<file path="src/rtl/i2c_pkg.sv">
// Shared types and constants for the I2C bus-condition front end.
package i2c_pkg;

  typedef enum logic {
    BUS_IDLE = 1'b0,
    BUS_BUSY = 1'b1
  } bus_state_e;

  localparam int I2C_SYNC_STAGES = 2;
  localparam int I2C_FILTER_LEN  = 4;

  // Bits needed for a counter that holds 0 .. max_val-1 (at least 1 bit).
  function automatic int cnt_width(input int max_val);
    return (max_val < 2) ? 1 : $clog2(max_val);
  endfunction

endpackage

</file>
<file path="src/rtl/i2c_glitch_filter.sv">
// Input synchroniser followed by a stability counter. The filtered output
// only follows the synchronised line after it has differed for FILTER_LEN
// consecutive cycles, so shorter glitches never reach the output.
// Every flop resets to the idle-bus level (1), the counter to 0.
module i2c_glitch_filter
  import i2c_pkg::*;
#(
  parameter int SYNC_STAGES = I2C_SYNC_STAGES,
  parameter int FILTER_LEN  = I2C_FILTER_LEN
) (
  input  logic clk,
  input  logic rst_n,
  input  logic line_i,
  output logic filt_o
);

  localparam int CW = cnt_width(FILTER_LEN);

  logic [SYNC_STAGES-1:0] sync_q;
  logic [CW-1:0]          cnt_q, cnt_d;
  logic                   filt_q, filt_d;
  logic                   synced;

  assign synced = sync_q[SYNC_STAGES-1];
  assign filt_o = filt_q;

  // Synchroniser shift chain, oldest sample at the top bit.
  always_ff @(posedge clk or negedge rst_n) begin
    if (!rst_n) sync_q <= '1;
    else        sync_q <= {sync_q[SYNC_STAGES-2:0], line_i};
  end

  // Count cycles of disagreement; toggle and restart once FILTER_LEN is reached.
  always_comb begin
    cnt_d  = '0;
    filt_d = filt_q;
    if (synced != filt_q) begin
      if (cnt_q == CW'(FILTER_LEN - 1)) filt_d = ~filt_q;
      else                              cnt_d  = cnt_q + 1'b1;
    end
  end

  // Filter state registers.
  always_ff @(posedge clk or negedge rst_n) begin
    if (!rst_n) begin
      cnt_q  <= '0;
      filt_q <= 1'b1;
    end else begin
      cnt_q  <= cnt_d;
      filt_q <= filt_d;
    end
  end

endmodule

</file>
<file path="src/rtl/i2c_bus_cond_detect.sv">
// I2C bus-condition detector: filtered SCL/SDA, SCL edge strobes,
// START/STOP pulses, bus-busy tracking and sticky arbitration loss.
// Optional build macro I2C_BUS_TIMEOUT_EN adds an SCL-low bus timeout
// that pulses bus_timeout and drops the bus back to IDLE.
module i2c_bus_cond_detect
  import i2c_pkg::*;
#(
  parameter int SYNC_STAGES    = I2C_SYNC_STAGES,
  parameter int FILTER_LEN     = I2C_FILTER_LEN,
  parameter int TIMEOUT_CYCLES = 250000
) (
  input  logic clk,
  input  logic rst_n,
  input  logic scl_in,
  input  logic sda_in,
  input  logic sda_out,
  input  logic sda_oe,
  input  logic arb_clr,
  output logic scl_filt,
  output logic sda_filt,
  output logic scl_rise,
  output logic scl_fall,
  output logic start_detected,
  output logic stop_detected,
  output logic bus_busy,
  output logic arbitration_lost,
  output logic bus_timeout
);

  if (SYNC_STAGES < 2 || FILTER_LEN < 1 || TIMEOUT_CYCLES < 2) begin : g_param_check
    $error("i2c_bus_cond_detect: illegal parameter value");
  end

  logic       scl_f, sda_f;
  logic       scl_d_q, sda_d_q;
  logic       scl_rise_q, scl_fall_q, start_q, stop_q, arb_q, tout_q;
  logic       arb_d;
  logic       scl_hi_stable, start_c, stop_c, timeout_c, arb_set, arb_clear;
  bus_state_e state_q, state_d;

  i2c_glitch_filter #(.SYNC_STAGES(SYNC_STAGES), .FILTER_LEN(FILTER_LEN)) u_scl_filter (
    .clk(clk), .rst_n(rst_n), .line_i(scl_in), .filt_o(scl_f)
  );

  i2c_glitch_filter #(.SYNC_STAGES(SYNC_STAGES), .FILTER_LEN(FILTER_LEN)) u_sda_filter (
    .clk(clk), .rst_n(rst_n), .line_i(sda_in), .filt_o(sda_f)
  );

  // SCL high now and last cycle: a simultaneous SCL edge disqualifies any condition.
  assign scl_hi_stable = scl_f & scl_d_q;
  assign start_c       = scl_hi_stable & ~sda_f &  sda_d_q;
  assign stop_c        = scl_hi_stable &  sda_f & ~sda_d_q;

`ifdef I2C_BUS_TIMEOUT_EN
  localparam int TW = cnt_width(TIMEOUT_CYCLES);
  logic [TW-1:0] to_cnt_q;

  assign timeout_c = (state_q == BUS_BUSY) && !scl_f && (to_cnt_q == TW'(TIMEOUT_CYCLES - 1));

  // Count consecutive BUSY cycles with SCL low; any SCL high restarts it.
  always_ff @(posedge clk or negedge rst_n) begin
    if (!rst_n)                                to_cnt_q <= '0;
    else if ((state_q == BUS_BUSY) && !scl_f)  to_cnt_q <= timeout_c ? '0 : to_cnt_q + 1'b1;
    else                                       to_cnt_q <= '0;
  end
`else
  assign timeout_c = 1'b0;
`endif

  // Delayed copies of the filtered lines plus all registered pulse outputs.
  always_ff @(posedge clk or negedge rst_n) begin
    if (!rst_n) begin
      scl_d_q    <= 1'b1;
      sda_d_q    <= 1'b1;
      scl_rise_q <= 1'b0;
      scl_fall_q <= 1'b0;
      start_q    <= 1'b0;
      stop_q     <= 1'b0;
      tout_q     <= 1'b0;
    end else begin
      scl_d_q    <= scl_f;
      sda_d_q    <= sda_f;
      scl_rise_q <= scl_f & ~scl_d_q;
      scl_fall_q <= ~scl_f & scl_d_q;
      start_q    <= start_c;
      stop_q     <= stop_c;
      tout_q     <= timeout_c;
    end
  end

  // Bus state register.
  always_ff @(posedge clk or negedge rst_n) begin
    if (!rst_n) state_q <= BUS_IDLE;
    else        state_q <= state_d;
  end

  // Next bus state: START claims the bus, STOP releases it, timeout forces IDLE.
  always_comb begin
    state_d = state_q;
    case (state_q)
      BUS_IDLE: if (start_c) state_d = BUS_BUSY;
      BUS_BUSY: if (stop_c)  state_d = BUS_IDLE;
      default:               state_d = BUS_IDLE;
    endcase
    if (timeout_c) state_d = BUS_IDLE;
  end

  // Loss: line low while we release SDA on an SCL rise, or a START/STOP
  // whose SDA direction contradicts what we are driving.
  always_comb begin
    arb_set   = (scl_rise_q & (state_q == BUS_BUSY) & sda_oe & sda_out & ~sda_f)
              | (start_c & sda_oe &  sda_out)
              | (stop_c  & sda_oe & ~sda_out);
    arb_clear = arb_clr | stop_c | timeout_c;
    arb_d     = arb_q;
    if (arb_set)        arb_d = 1'b1;
    else if (arb_clear) arb_d = 1'b0;
  end

  // Sticky arbitration-loss flag.
  always_ff @(posedge clk or negedge rst_n) begin
    if (!rst_n) arb_q <= 1'b0;
    else        arb_q <= arb_d;
  end

  assign scl_filt         = scl_f;
  assign sda_filt         = sda_f;
  assign scl_rise         = scl_rise_q;
  assign scl_fall         = scl_fall_q;
  assign start_detected   = start_q;
  assign stop_detected    = stop_q;
  assign bus_busy         = (state_q == BUS_BUSY);
  assign arbitration_lost = arb_q;
  assign bus_timeout      = tout_q;

endmodule

</file>
<file path="config.mk">
export PLATFORM = sky130hd
export DESIGN_NAME = i2c_bus_cond_detect
export DESIGN_NICKNAME = d
export VERILOG_FILES = /design/src/rtl/i2c_pkg.sv /design/src/rtl/i2c_glitch_filter.sv /design/src/rtl/i2c_bus_cond_detect.sv
export SDC_FILE = /design/constraint.sdc
export NUM_CORES = 1
export LEC_CHECK = 0
export BUFFER_PORTS_ARGS = -buffer_cell sky130_fd_sc_hd__buf_4
export CAP_MARGIN = 15
export CELL_PAD_IN_SITES_DETAIL_PLACEMENT = 1
export CELL_PAD_IN_SITES_GLOBAL_PLACEMENT = 2
export CORE_ASPECT_RATIO = 0.7
export CORE_MARGIN = 4
export CORE_UTILIZATION = 34
export CTS_CLUSTER_DIAMETER = 100
export CTS_CLUSTER_SIZE = 40
export DETAILED_ROUTE_END_ITERATION = 10
export GPL_ROUTABILITY_DRIVEN = 0
export GPL_TIMING_DRIVEN = 0
export HOLD_SLACK_MARGIN = 0.1
export PLACE_DENSITY_LB_ADDON = 0.1
export RECOVER_POWER = 25
export SYNTH_ARGS = -nofsm -noshare
export SYNTH_HDL_FRONTEND = slang
export SYNTH_HIERARCHICAL = 1
export SYNTH_SLANG_ARGS = --single-unit
</file>
<file path="constraint.sdc">
create_clock -name clk -period 1.7 [get_ports clk]
set_clock_uncertainty 0.2 [all_clocks]
set_input_delay 0.17 -clock clk [delete_from_list [all_inputs] [get_ports clk]]
set_output_delay 0.17 -clock clk [all_outputs]
set_load 0.01 [all_outputs]
</file>
Yosys cells after proc, flatten, opt, wreduce, memory -nomap -nowiden
Index checks and enable logic that the tools add are counted.
{"block": "word_totals", "ff_bits": 18, "input_bits": 7, "out_inout_bits": 9, "wordCells": 56}
{"block": "classes", "add_sub_neg": 2, "n_eq_ne": 4, "muxes": 9, "bitwise_logic": 24, "reduce_logical": 3}
{"operator": "$and 1x1->1", "count": 15}
{"operator": "$mux 2", "count": 4}
{"operator": "$not 1->1", "count": 6}
{"operator": "$add 2x1->2 const B", "count": 2}
{"operator": "$eq 2x2->1 const B", "count": 2}
{"operator": "$mux 1", "count": 4}
{"operator": "$reduce_and 2->1", "count": 2}
{"operator": "$or 1x1->1", "count": 3}
{"operator": "$ne 1x1->1", "count": 2}
{"operator": "$pmux 1 s2", "count": 1}
{"operator": "$reduce_bool 2->1", "count": 1}

Longest topological paths before layout
Gate-level depths: netlist (run 1).
{"block": "logic_depth", "depth_word": 8, "ltp_mapped": 3, "mapped_depth_nobuf": 3}

Cells and area by module
Netlist (run 1), hierarchy kept.
{"mod": "i2c_glitch_filter", "instances": 2, "cells_each": 10, "area_per_inst_um2": 177.7}
{"mod": "i2c_bus_cond_detect", "instances": 1, "cells_each": 22, "area_per_inst_um2": 306.5}

Worst setup path before layout (run 1)
OpenSTA, ideal clock, no wires.
{"block": "synth_path", "kind": "register to register", "startpoint": "reg u_scl_filter.filt_q, in the netlist u_scl_filter/filt_o", "endpoint": "reg state_q, in the netlist bus_busy", "setup_ns": 0.125, "arrival_time_ns": 1.011, "slack_ns": 0.364, "path_stages_with_launch": 3, "n_path_buf": 0, "synth_period_minus_slack_ns": 1.336, "path_cell_list": "dfstp_2 nand4b_2 mux2_2"}
{"block": "synth_via", "elab_chain_len": 5}
{"element": "start, declared", "line": "i2c_glitch_filter.sv:21", "text": "logic filt_q, filt_d;"}
{"element": "start signal, assigned", "line": "i2c_glitch_filter.sv:50", "text": "filt_q <= filt_d;"}
{"element": "$and 1x1->1 *", "line": "i2c_bus_cond_detect.sv:50", "text": "assign scl_hi_stable = scl_f & scl_d_q;"}
{"element": "$and 1x1->1, on equally long branches (2 in series)", "line": "i2c_bus_cond_detect.sv:52, i2c_bus_cond_detect.sv:51"}
{"element": "$mux 1, on equally long branches", "line": "i2c_bus_cond_detect.sv:102, i2c_bus_cond_detect.sv:101"}
{"element": "$pmux 1 s2 *", "line": "i2c_bus_cond_detect.sv:100", "text": "case (state_q)"}
{"element": "net state_d", "line": "i2c_bus_cond_detect.sv:39", "text": "bus_state_e state_q, state_d;"}
{"element": "end signal, assigned", "line": "i2c_bus_cond_detect.sv:94", "text": "else state_q <= state_d;"}
{"element": "end, declared", "line": "i2c_bus_cond_detect.sv:39"}
The timed path passes the listed nets; every way through them passes the cells marked *.
A chain may end at the register's enable or synchronous reset.

==> run metrics, run 1 <==
status=complete, no violations; initial antenna violation count=0; Ports=16; FF/Latch Area=460 um^2; post-route minimum period=1510 ps; Antenna Cells=0; final setup vio count=0; Fin. Hold Viols=0; Req. time, crit path=1920 ps; CTS tree=done; Avg Synthesized Cell Area=15.8 um^2; Hold Crit Class=register to register; worst-path maximum fanout=10; Power Total=1.43 mW; most common cell after layout, fill and taps aside=buf_4; CP endpoint kind=async pin; Worst EP arrival=1730 ps; Core Rows=13; post-synth cell types=18; syn_nets=51; Area Overhead vs Synth=36.1%; gr ovfl total=0; reg2reg setup slack=310 ps; P_int=1.01 mW; vias in the first global route=458; Final Max Slew Viols=0; core area=0.00185 mm^2; Reg power frac=52.1%; Initial Util=35.7%; Pleak=0.440 nW; Pre-Repair DR Iteration Count=3; CTS buffer count=3; DIE HEIGHT=44.9 um; Gate power share=30.3%; clock share of power=17.7%; VDD IR max=0.000726 V; fillers=197; final hold slack=161 ps; grt met1 use=11.6%; via count=413; max_cap viols=0; net switching power=428 uW; top_reg_cell synth=dfrtp_1; vias per cell=4.64; GRT Overall Usage=11.3%; Post-CTS Resized=0; clock buffer depth=2; drt total wl=1240 um; DRT iter0 DRCs=3; WL/cell=13.9 um; final worst path period share=88.7%; Post-synth ARST share=100%; DRT antenna net count=0; Non-Filler Instances=89; busiest grt layer=met2; met3 usage=6.00%; most frequent cells in the layout=buf_4, dfrtp_1, dfstp_2, dlygate4sd3_1, clkbuf_4; startpoint types=input port; EDFF count, synth=0; RSZ-0062 raised after global routing=no; TNS Setup=0 ps; first-pass GRT wire length=2150 um; fraction of layout cells with a size suffix above 1=53.7%; post-synthesis cell count=42; full die area=0.00273 mm^2; PwrDens=1590 mW/mm^2; post-synthesis sequential area ratio=69.6%; Net Sw Frac=29.9%; Worst Path Class, Setup=input port to async pin; YS warnings=6; DR DRC count=0; number of port buffers=14; netlist area before placement=662 um^2; dpl cells=78; clk root buf=clkbuf_4; largest net degree at the start of global routing=11; Max Freq=663 MHz; clk sinks=18; clock slew at reported path FFs=90 ps; clock latency at the later pin of the worst-skew pair=290 ps; Setup Buffers After CTS=0; Multi-input gate area=186 um^2; htree depth=1; register bit total from synthesis=18; met2 Use GR=19.8%; die width=60.7 um; Post-layout nets=77
==> flip-flops by register name, summed over array words and instances (netlist names) <==
signal	cells
scl_rise	1
u_scl_filter/sync_q	2
bus_busy	1
u_sda_filter/cnt_q	2
scl_d_q	1
u_sda_filter/filt_o	1
stop_detected	1
sda_d_q	1
scl_fall	1
u_scl_filter/cnt_q	2
u_scl_filter/filt_o	1
arbitration_lost	1
start_detected	1
u_sda_filter/sync_q	2
==> per-stage QoR <==
step / instance area [um^2] / util (%) / setup slack, ps
2_1_floorplan: 662 / - / 364
3_3_place_gp: 795 / 42.8 / 349
3_5_place_dp: 795 / 42.8 / 315
4_1_cts: 901 / 48.6 / 144
5_1_grt: 901 / 48.6 / 61.4
6_report: 901 / 48.6 / 192
==> path summary, 6_finish.rpt <==
| check | endpoint | cells after the start | start |
|---|---|---|---|
| min | u_scl_filter/sync_q[1] | 0 | u_scl_filter/sync_q[0] |
| max in group clk | scl_filt | 1 | u_scl_filter/filt_o |
| max | arbitration_lost | 3 | rst_n |
| min in group asynchronous | u_scl_filter/filt_o | 2 | rst_n |
| min reg2reg | u_scl_filter/sync_q[1] | 0 | u_scl_filter/sync_q[0] |
| max reg2reg | bus_busy | 2 | u_scl_filter/filt_o |
==> power by group through the flow <==
stage / Clock, mW / Sequential (mW) / Combinational (mW)
6_report: 0.253 / 0.747 / 0.434
3_3_place_gp: 0 / 0.741 / 0.400
2_1_floorplan: 0 / 0.763 / 0.208
3_5_place_dp: 0 / 0.760 / 0.431
4_1_cts: 0.266 / 0.753 / 0.445
5_1_grt: 0.292 / 0.777 / 0.471
==> what timing repair did <==
action | CTS | global route
hold endpoints to repair | 21 | 0
setup endpoints to repair | 0 | 0
hold buffers | 7 | 0
==> synthesized netlist by cell type (all sizes together), types with 2 or more instances <==
cell type	number	area (um^2)
dfrtp	10	250
dfstp	8	210
mux2	3	33.8
and2b	2	17.5
ha	2	25.0
inv	2	7.51
nor2b	2	12.5
nor3	2	20.0
xnor2	2	17.5
==> metal layers <==
metal / up-vias / share of wire [%]
met2: 14 / 54
li1: 190 / -
met3: 3 / 9.1
met4: 0 / 0.81
met5: - / 0
met1: 206 / 36
==> critical path, stage by stage <==
cell and delay (ps):
dlygate4sd3_1 530, buf_4 170, dlygate4sd3_1 860
==> area by class of cell <==
class                           count  area share (%)
Buffer                              1           0.833
Clock buffer                        4            4.03
Inverter                            2           0.833
Multi-Input combinational cell     21            20.7
Sequential cell                    18            51.1
Tap cell                           22            3.06
Timing Repair Buffer               21            19.4
==> cell families after synthesis <==
family | Yosys count | synth area share, %
DFF | 18 | 69.6
and+or+nand+nor | 10 | 12.1
AOI/OAI and AO/OA | 3 | 3.97
muxes | 3 | 5.10
buffers and inverters | 3 | 2.27
adders and majority gates | 2 | 3.78
xor gates and xnor gates | 2 | 2.65
other | 1 | 0.567
(Power assumes the default switching activity.)
==> run 2: changes to the inputs <==
--- a/config.mk
+++ b/config.mk
@@ -5,13 +5,14 @@
 export SDC_FILE = /design/constraint.sdc
 export NUM_CORES = 1
 export LEC_CHECK = 0
+export ABC_AREA = 1
 export BUFFER_PORTS_ARGS = -buffer_cell sky130_fd_sc_hd__buf_4
 export CAP_MARGIN = 15
 export CELL_PAD_IN_SITES_DETAIL_PLACEMENT = 1
 export CELL_PAD_IN_SITES_GLOBAL_PLACEMENT = 2
 export CORE_ASPECT_RATIO = 0.7
 export CORE_MARGIN = 4
-export CORE_UTILIZATION = 34
+export CORE_UTILIZATION = 31
 export CTS_CLUSTER_DIAMETER = 100
 export CTS_CLUSTER_SIZE = 40
 export DETAILED_ROUTE_END_ITERATION = 10
==> run 2 against run 1 <==
Critical path depth shrank 2. Wire length decreased by 0.89%. First-iteration DRC count grew to 8.7 times the previous value. Sequential share of layout area shrank 2.0 points. Power decreased by 8.3%. Die area rose by 13%.
==> run metrics, run 2 <==
VDD IR max=0.000532 V; clock latency at the later pin of the worst-skew pair=290 ps; Worst Path Class, Setup=register to output port; DIE HEIGHT=47.7 um; Ports=16; post-synth cell types=16; Pre-Repair DR Iteration Count=4; final setup vio count=0; Hold Crit Class=input port to async pin; startpoint types=register; Worst EP arrival=1050 ps; htree depth=1; TNS Setup=0 ps; Core Rows=14; Setup Buffers After CTS=0; EDFF count, synth=0; CP cell instances=buf_4; Final Max Slew Viols=0; via count=460; Req. time, crit path=1330 ps; most numerous cell in the Yosys netlist=inv_1; WL/cell=10.1 um; Worst path max stage delay=620 ps; vias per cell=3.77; Max Freq=702 MHz; largest net degree at the start of global routing=11; post-synthesis cell count=66; reg2reg start=u_scl_filter/filt_o; first-pass GRT wire length=2210 um; DRT antenna net count=0; max_cap viols=0; clock slew at reported path FFs=100 ps; Post-CTS Resized=0; CP Depth=1; die width=64.8 um; core area=0.00215 mm^2; clk sinks=18; top_reg_cell synth=dfrtp_1; drt total wl=1230 um; syn_nets=75; Post-synth ARST share=100%; highest-delay cell along the critical path=dfstp_2; vias in the first global route=478; gr ovfl total=0; Post-layout nets=100; top cell type's share of synthesized area=35.8%; number of port buffers=14; DR DRC count=0; most frequent cells in the layout=inv_1, buf_4, nand2_1, dfrtp_1, dfstp_2; FF-to-FF End=arbitration_lost; post-route minimum period=1420 ps; register bit total from synthesis=18; Area Overhead vs Synth=34.2%; Fin. Hold Viols=0; largest area contributor in the netlist=dfrtp_1; Initial Util=32.5%; Placed Area=845 um^2; RSZ-0062 raised after global routing=no; initial antenna violation count=0; fraction of layout cells with a size suffix above 1=34.4%; CTS buffer count=3; post-synthesis sequential area ratio=65.8%; netlist area before placement=699 um^2; final worst path period share=83.8%; dpl cells=112; Pleak=0.510 nW; YS warnings=6; Finished Cell Area=938 um^2; status=complete, no violations; CP bufs+invs=1; PwrDens=1400 mW/mm^2; CP startpoint=u_scl_filter/filt_o; Non-Filler Instances=122; CTS tree=done; r2r worst-path depth=3; CP endpoint kind=output port; Avg Synthesized Cell Area=10.6 um^2; GRT Overall Usage=10.3%; worst-path maximum fanout=8; Commonest cells post-synth=inv_1, nand2_1, dfrtp_1; Crit path max-delay family=flip-flops; Critical Path End=scl_filt; reg2reg setup slack=430 ps; synth top area cells=dfrtp_1, dfstp_2, inv_1; clk root buf=clkbuf_4; detailed placement HPWL=869 um; Antenna Cells=0; full die area=0.00309 mm^2; clock buffer depth=2; DRT iter0 DRCs=26
[run 2: how the worst min path moves through the flow]
stage	startpoint	to	slack (ps)
2_1_floorplan	rst_n	arbitration_lost	-330
3_3_place_gp	rst_n	bus_busy	-150
3_5_place_dp	rst_n	bus_busy	-150
4_1_cts	u_sda_filter/sync_q[0]	u_sda_filter/sync_q[1]	160
5_1_grt	u_sda_filter/sync_q[0]	u_sda_filter/sync_q[1]	170
6_report	rst_n	bus_busy	160
[run 2: cell type report]
| class | instances | area [um^2] |
|---|---|---|
| repair buffers | 20 | 163 |
| multi-input cells | 33 | 179 |
| fillers | 247 | 1220 |
| flip-flops and latches | 18 | 460 |
| clock buffers | 4 | 36.3 |
| well taps | 32 | 40.0 |
| plain buffers | 1 | 7.51 |
| inverters | 14 | 52.6 |
[run 2: cells by family after synthesis]
family | after synthesis | share of synthesized area, %
AO/OA/AOI/OAI | 3 | 2.15
adder cells (fa/ha/maj) | 2 | 3.58
buffers and inverters | 15 | 8.59
flip-flops | 18 | 65.8
other | 1 | 0.536
AND/OR/NAND/NOR | 27 | 19.3
[run 2: power breakdown]
group / internal (mW) / leakage [nW] / switching [mW]
Clock: 0.130 / 0.0210 / 0.127
Sequential: 0.590 / 0.214 / 0.100
Combinational: 0.181 / 0.275 / 0.186
[run 2: layer usage]
metal | track usage, % | vias to the layer above | wire, um
li1 | - | 243 | -
met1 | 13.1 | 205 | 624
met2 | 15.4 | 10 | 540
met3 | 4.93 | 2 | 52
met4 | 3.78 | 0 | 10
met5 | 0 | - | 0
[run 2: metrics by stage]
| stage | power (mW) | setup slack, ps | hold slack, ps | utilization [%] |
|---|---|---|---|---|
| after floorplan | 0.893 | 508 | -326 | - |
| after global placement | 1.06 | 405 | -148 | 39.2 |
| after detailed placement | 1.07 | 398 | -148 | 39.2 |
| after CTS | 1.35 | 101 | 163 | 44.1 |
| after global routing | 1.43 | 211 | 172 | 43.6 |
| final | 1.31 | 275 | 155 | 43.6 |
[run 2: repair_timing]
item                       CTS  global route
hold endpoints to repair    21             0
hold buffers                 7             0
setup endpoints to repair    0            10
